===== src/rtl/decodificador_n_sequencial.sv =====
// Registered N->2^N one-hot decoder with valid/ready handshake, self-running SCAN mode and masked-OR output.
// Optional feature macro: DECOD_STICKY_EN (adds sticky_clr/sticky accumulation of emitted outputs).
module decodificador_n_sequencial #(
  parameter int unsigned N     = 2,
  parameter int unsigned DWELL = 1
) (
  input  logic            clk,
  input  logic            rst,
  input  logic [N-1:0]    sel,
  input  logic            en,
  input  logic [2**N-1:0] mask,
  input  logic            inhibit,
  input  logic            in_valid,
  output logic            in_ready,
  input  logic            scan_start,
  input  logic            scan_stop,
  input  logic            scan_loop,
  output logic [2**N-1:0] y,
  output logic            f_mask,
  output logic            out_valid,
  input  logic            out_ready,
`ifdef DECOD_STICKY_EN
  input  logic            sticky_clr,
  output logic [2**N-1:0] sticky,
`endif
  output logic            scan_done
);

  localparam int unsigned OUTS = 2**N;
  localparam int unsigned CW   = $clog2(DWELL + 1);

  typedef enum logic [1:0] {ST_IDLE, ST_HOLD, ST_SCAN, ST_STOP} state_t;

  state_t          r_state, w_state_nxt;
  logic [OUTS-1:0] r_y, w_y_nxt;
  logic            r_f_mask, w_f_mask_nxt;
  logic            r_out_valid, w_out_valid_nxt;
  logic            r_scan_done, w_scan_done_nxt;
  logic [N-1:0]    r_idx, w_idx_nxt;
  logic [CW-1:0]   r_dwell_cnt, w_dwell_cnt_nxt;

  logic            w_hs;
  logic            w_free;
  logic            w_accept;
  logic            w_dwell_ok;
  logic [OUTS-1:0] w_dec_y;
  logic [OUTS-1:0] w_scan_y;

  // Output stage is free when empty or being consumed this cycle.
  assign w_hs       = r_out_valid & out_ready;
  assign w_free     = ~r_out_valid | out_ready;
  assign in_ready   = ((r_state == ST_IDLE) | (r_state == ST_HOLD)) & w_free & ~scan_start;
  assign w_accept   = in_valid & in_ready;
  assign w_dwell_ok = (r_dwell_cnt >= CW'(DWELL));
  assign w_dec_y    = en ? (OUTS'(1) << sel) : '0;
  assign w_scan_y   = OUTS'(1) << r_idx;

  always_ff @(posedge clk or posedge rst) begin
    if (rst) begin
      r_state     <= ST_IDLE;
      r_y         <= '0;
      r_f_mask    <= 1'b0;
      r_out_valid <= 1'b0;
      r_scan_done <= 1'b0;
      r_idx       <= '0;
      r_dwell_cnt <= '0;
    end else begin
      r_state     <= w_state_nxt;
      r_y         <= w_y_nxt;
      r_f_mask    <= w_f_mask_nxt;
      r_out_valid <= w_out_valid_nxt;
      r_scan_done <= w_scan_done_nxt;
      r_idx       <= w_idx_nxt;
      r_dwell_cnt <= w_dwell_cnt_nxt;
    end
  end

  always_comb begin
    w_state_nxt     = r_state;
    w_y_nxt         = r_y;
    w_f_mask_nxt    = r_f_mask;
    w_out_valid_nxt = r_out_valid;
    w_scan_done_nxt = 1'b0;
    w_idx_nxt       = r_idx;
    w_dwell_cnt_nxt = r_dwell_cnt;
    case (r_state)
      ST_IDLE, ST_HOLD: begin
        if (scan_start) begin
          // Dwell preloaded as satisfied so the first scan beat loads once the stage frees.
          w_state_nxt     = ST_SCAN;
          w_idx_nxt       = '0;
          w_dwell_cnt_nxt = CW'(DWELL);
          if (w_hs) w_out_valid_nxt = 1'b0;
        end else if (w_accept) begin
          w_y_nxt         = w_dec_y;
          w_f_mask_nxt    = ~inhibit & (|(w_dec_y & mask));
          w_out_valid_nxt = 1'b1;
          w_state_nxt     = ST_HOLD;
        end else if (w_hs) begin
          w_out_valid_nxt = 1'b0;
          w_state_nxt     = ST_IDLE;
        end
      end
      ST_SCAN: begin
        if (w_free && w_dwell_ok) begin
          w_y_nxt         = w_scan_y;
          w_f_mask_nxt    = ~inhibit & (|(w_scan_y & mask));
          w_out_valid_nxt = 1'b1;
          w_dwell_cnt_nxt = CW'(1);
          w_idx_nxt       = N'(r_idx + N'(1));
          if ((r_idx == N'(OUTS - 1)) && !scan_loop) begin
            w_scan_done_nxt = 1'b1;
            w_state_nxt     = ST_STOP;
          end
        end else begin
          if (w_hs) w_out_valid_nxt = 1'b0;
          if (r_dwell_cnt < CW'(DWELL)) w_dwell_cnt_nxt = CW'(r_dwell_cnt + CW'(1));
        end
        if (scan_stop) w_state_nxt = ST_STOP;
      end
      ST_STOP: begin
        if (w_free) begin
          w_out_valid_nxt = 1'b0;
          w_state_nxt     = ST_IDLE;
        end
      end
      default: w_state_nxt = ST_IDLE;
    endcase
  end

  assign y         = r_y;
  assign f_mask    = r_f_mask;
  assign out_valid = r_out_valid;
  assign scan_done = r_scan_done;

`ifdef DECOD_STICKY_EN
  logic [OUTS-1:0] r_sticky;

  // Accumulates every output consumed downstream; clear has priority.
  always_ff @(posedge clk or posedge rst) begin
    if (rst)             r_sticky <= '0;
    else if (sticky_clr) r_sticky <= '0;
    else if (w_hs)       r_sticky <= r_sticky | r_y;
  end

  assign sticky = r_sticky;
`endif

endmodule


===== config.mk =====
export PLATFORM = sky130hd
export DESIGN_NAME = decodificador_n_sequencial
export DESIGN_NICKNAME = d
export VERILOG_FILES = /design/src/rtl/decodificador_n_sequencial.sv
export SDC_FILE = /design/constraint.sdc
export NUM_CORES = 1
export LEC_CHECK = 0
export CAP_MARGIN = 5
export CELL_PAD_IN_SITES_DETAIL_PLACEMENT = 0
export CELL_PAD_IN_SITES_GLOBAL_PLACEMENT = 1
export CORE_ASPECT_RATIO = 1.75
export CORE_UTILIZATION = 30
export DETAILED_ROUTE_END_ITERATION = 10
export MAX_ROUTING_LAYER = met4
export PLACE_DENSITY_LB_ADDON = 0.2
export SLEW_MARGIN = 20
export SYNTH_ARGS = -nofsm -noshare
export SYNTH_HDL_FRONTEND = slang
export SYNTH_SLANG_ARGS = --single-unit

===== constraint.sdc =====
create_clock -name clk -period 1.5 [get_ports clk]
set_clock_uncertainty 0.1 [all_clocks]
set_input_delay 0.15 -clock clk [delete_from_list [all_inputs] [get_ports clk]]
set_output_delay 0.15 -clock clk [all_outputs]
set_load 0.01 [all_outputs]

==> metrics.md <==
| Metric | Value |
|---|---|
| Post-Syn Nets | 89 |
| Relative slew slack | 67.2% |
| Layout Area Growth over Synthesis | 78.5% |
| Worst reg2reg path endpoint | y[3] |
| # DRC | 0 |
| FF-to-FF path depth | 5 |
| Worst Path Buf+Inv | 1 |
| H-tree depth | 1 |
| Required @ worst endpoint | 1.56 ns |
| Initial DRC Count | 14 |
| CTS buffer count | 3 |
| Reg clk slew, reported paths | 0.06 ns |
| Post-layout util | between 50% and 60% |
| DIE AREA | roughly 2600 sq um |
| Clock Sinks | 12 |
| Vias | just over 700 |
| Startpoint types | register |
| Worst setup EP type | register |
| Final WS setup | -0.121 ns |
| Die X | just under 40 microns |
| Max cap viols | 0 |
| Final wirelength | between 2 and 2.5 mm |
| Pins Over Slew Limit | 0 |
| FMAX | between 600 and 700 MHz |
| Register area share after synthesis | between 40% and 50% |
| Filler cell count in the final layout | roughly 220 |
| Num ports | 23 |
| Final Wtd Congestion | about 0.7 |
| Failing checks | setup timing |
| Overall routing resource usage | 19.0% |
| Cts hold-fix bufs | 0 |
| Actual slew at the worst max-slew pin | 0.492 ns |
| Synth Instances | 70 |
| Starting Density | 31.8% |
| Syn Area/Cell | between 10 and 15 sq um |
| Peak VDD IR | approximately 0.0010 V |
| Ratio of cells with drive above 1 in the final layout | a little over two fifths |
| Yosys reg bits | 12 |
| DRT Pass-1 Iters | 3 |
| YS warnings | 0 |
| P_int | between 1500 and 2000 uW |
| Chip height | 66.9 microns |
| CTS Root Buffer Type | clkbuf_8 |
| CP startpoint | r_state[1] |
| Antenna viol nets, final | 0 |
| Hold_ws | approximately 0.12 ns |
| Finish-stage setup viols | 7 |
| Post-route minimum period | 1.62 ns |
| Final Hold Vio Count | 0 |
| WP data arrival | 1.68 ns |
| Synth cell types | 32 |
| Slowest-stage cell, CP | dfrtp_2 |
| Slowest cell delay on critical path | between 0.4 and 0.5 ns |
| Sw Ratio | between 30% and 40% |
| Synthesized cell area | about 720 sq um |
| Post-DP HPWL | 1.60 mm |
| Outcome | finished with violations |
| Row count | 23 |
| Drt wl/cell | between 10 and 15 microns |
| Crit share post-route | 108% |
| Clock buffer depth | 2 |
| PwrDens | between 1500 and 2000 nW/um^2 |
| Pre-CTS WS | -0.393 ns |
| CTS tree | done |
| CP endpoint | y[3] |
| LEAKAGE | approximately 0.00054 uW |
| Insertion delay to the later sink of the worst-skew pair | 0.24 ns |
| WP depth | 5 |
| R2R Setup Slk | -0.12 ns |
| Logic pwr share | 61.0% |
| Vias in the first global route | roughly 810 |
| Class of the most critical setup path | reg2reg |
| Core area | approximately 2300 sq um |
| Critical path peak fanout | 8 |
| Worst path cell trace | or3b_4 -> a21oi_4 -> buf_6 -> nor2_2 -> a31oi_1 |
| Layout Nets | around 140 |
| Delay-heaviest family, CP | simple AND/OR/NAND/NOR gates |
| Initial antenna violation count | 0 |
| Gr ovfl total | 0 |
| Crit Reg-Reg Startpoint | r_state[1] |
| Antenna diode count | 0 |
| RSZ-0062 raised after global routing | yes |
| Via density per instance | between 5 and 6 |
| Largest net degree at the start of global routing | 13 |
| PortBufs | 22 |
| Worst Hold Class | in2async |
| Sequential fraction of design power | approximately 24% |
| Share of total power in the clock network | 14.9% |
| Switch Pwr | about 910 uW |
| Global-route wire length before repair | approximately 3.3 mm |
==> layer usage <==
| layer | vias to the layer above | share of wire, % | global-route usage, % |
|---|---|---|---|
| met5 | - | 0 | - |
| met4 | 0 | 0.90 | 7.76 |
| met3 | 2 | 3.6 | 2.00 |
| met2 | 18 | 59 | 37.9 |
| met1 | 350 | 36 | 16.1 |
| li1 | 355 | - | - |
==> cell type report <==
class                      instances  area, sq um  area share [%]
sequential                        12          302            23.4
inverter                           3         11.3           0.874
clock buffer                       4         55.1            4.27
multi-input combinational         53          493            38.3
timing repair buffer              45          397            30.8
tap                               25         31.3            2.43
==> cells by family (layout without fill, tap and decap cells) <==
family,Yosys count,after routing,share of synthesized area [%]
xor+xnor,1,1,1.21
simple gates,26,26,21.0
buf+inv,5,52,3.64
compound gates,19,19,18.9
flops,12,12,41.6
mux,3,3,6.76
fa+ha+maj,4,4,6.93
==> power by group through the flow <==
stage | registers [uW] | logic, uW | clock network, uW
after floorplan | 587 | 611 | 0
after CTS | 582 | 1320 | 367
after global placement | 574 | 1230 | 0
after detailed placement | 579 | 1250 | 0
final | 590 | 1490 | 365
after global routing | 616 | 1620 | 389
==> timing repair <==
item,CTS,global route
endpoints found under the setup margin,8,7
setup buffers,1,1
gates resized for setup,12,13
pin swaps,3,3
==> stage by stage <==
stage	cells	power, uW	TNS, ns	cell area (sq um)
finish	142	2450	-0.539	1290
global route	142	2620	-0.982	1290
CTS	141	2270	-0.587	1210
detailed placement	136	1830	-1.84	1130
global placement	136	1800	-1.74	1130
floorplan	70	1200	-0.241	732
==> worst reg2reg max path, stage by stage, from the launching register on <==
cell	delay [ns]
dfrtp_2	0.45
or3b_4	0.44
a21oi_4	0.18
buf_6	0.18
nor2_2	0.04
a31oi_1	0.14
==> Yosys cell counts <==
cell type,instances,area [sq um]
a211oi_1,1,7.51
a21o_1,1,7.51
a21oi_1,5,25.0
a21oi_4,1,16.3
a221oi_1,2,17.5
a22o_1,1,8.76
a22oi_1,1,7.51
a2bb2oi_1,1,8.76
a311oi_1,1,8.76
a31oi_1,3,18.8
and4_1,1,8.76
buf_6,1,11.3
clkbuf_1,1,3.75
dfrtp_1,12,300
ha_1,4,50.1
inv_1,3,11.3
mux2_2,1,11.3
mux2_4,1,15.0
mux4_2,1,22.5
nand2_1,3,11.3
nand2b_1,3,18.8
nand3_1,2,10.0
nand3b_1,2,15.0
nand4_1,2,12.5
nand4b_1,1,8.76
nor2_1,6,22.5
nor2b_1,3,18.8
nor3_1,1,5.00
nor4b_1,1,8.76
o21ai_0,2,10.0
or3b_4,1,11.3
xnor2_1,1,8.76
==> registers in the layout (all words and copies together) (netlist names) <==
signal and flops:
y 4, r_idx 2, r_state 2, f_mask 1
out_valid 1, r_dwell_cnt 1, scan_done 1
==> placed cells by master (no fill, tap or decap), types with 2 or more instances in the layout <==
cell	Yosys	routed
buf_4	0	21
clkdlybuf4s50_1	0	19
dfrtp_1	12	11
clkbuf_8	0	4
nand2b_1	3	3
nand2_1	3	3
a21oi_2	0	3
a31oi_1	3	3
dlygate4sd2_1	0	3
nor2b_1	3	2
nand4_1	2	2
nor2_1	6	2
a21oi_1	5	2
o21ai_0	2	2
nand3b_1	2	2
nand3_1	2	2
mux2_4	1	2
nor2_2	0	2
inv_1	3	2
nor2_4	0	2
ha_1	4	2
buf_6	1	2
==> worst min path at each step <==
stage | from | endpoint | slack (ns) | cells after the start
after floorplan | rst | f_mask | -0.09 | 1
after global placement | rst | scan_done | 0.40 | 2
after detailed placement | rst | scan_done | 0.40 | 2
after CTS | rst | r_idx[1] | 0.14 | 2
after global routing | rst | r_idx[1] | 0.17 | 2
final | rst | r_state[0] | 0.12 | 2
Power figures use the tool's default switching activity.
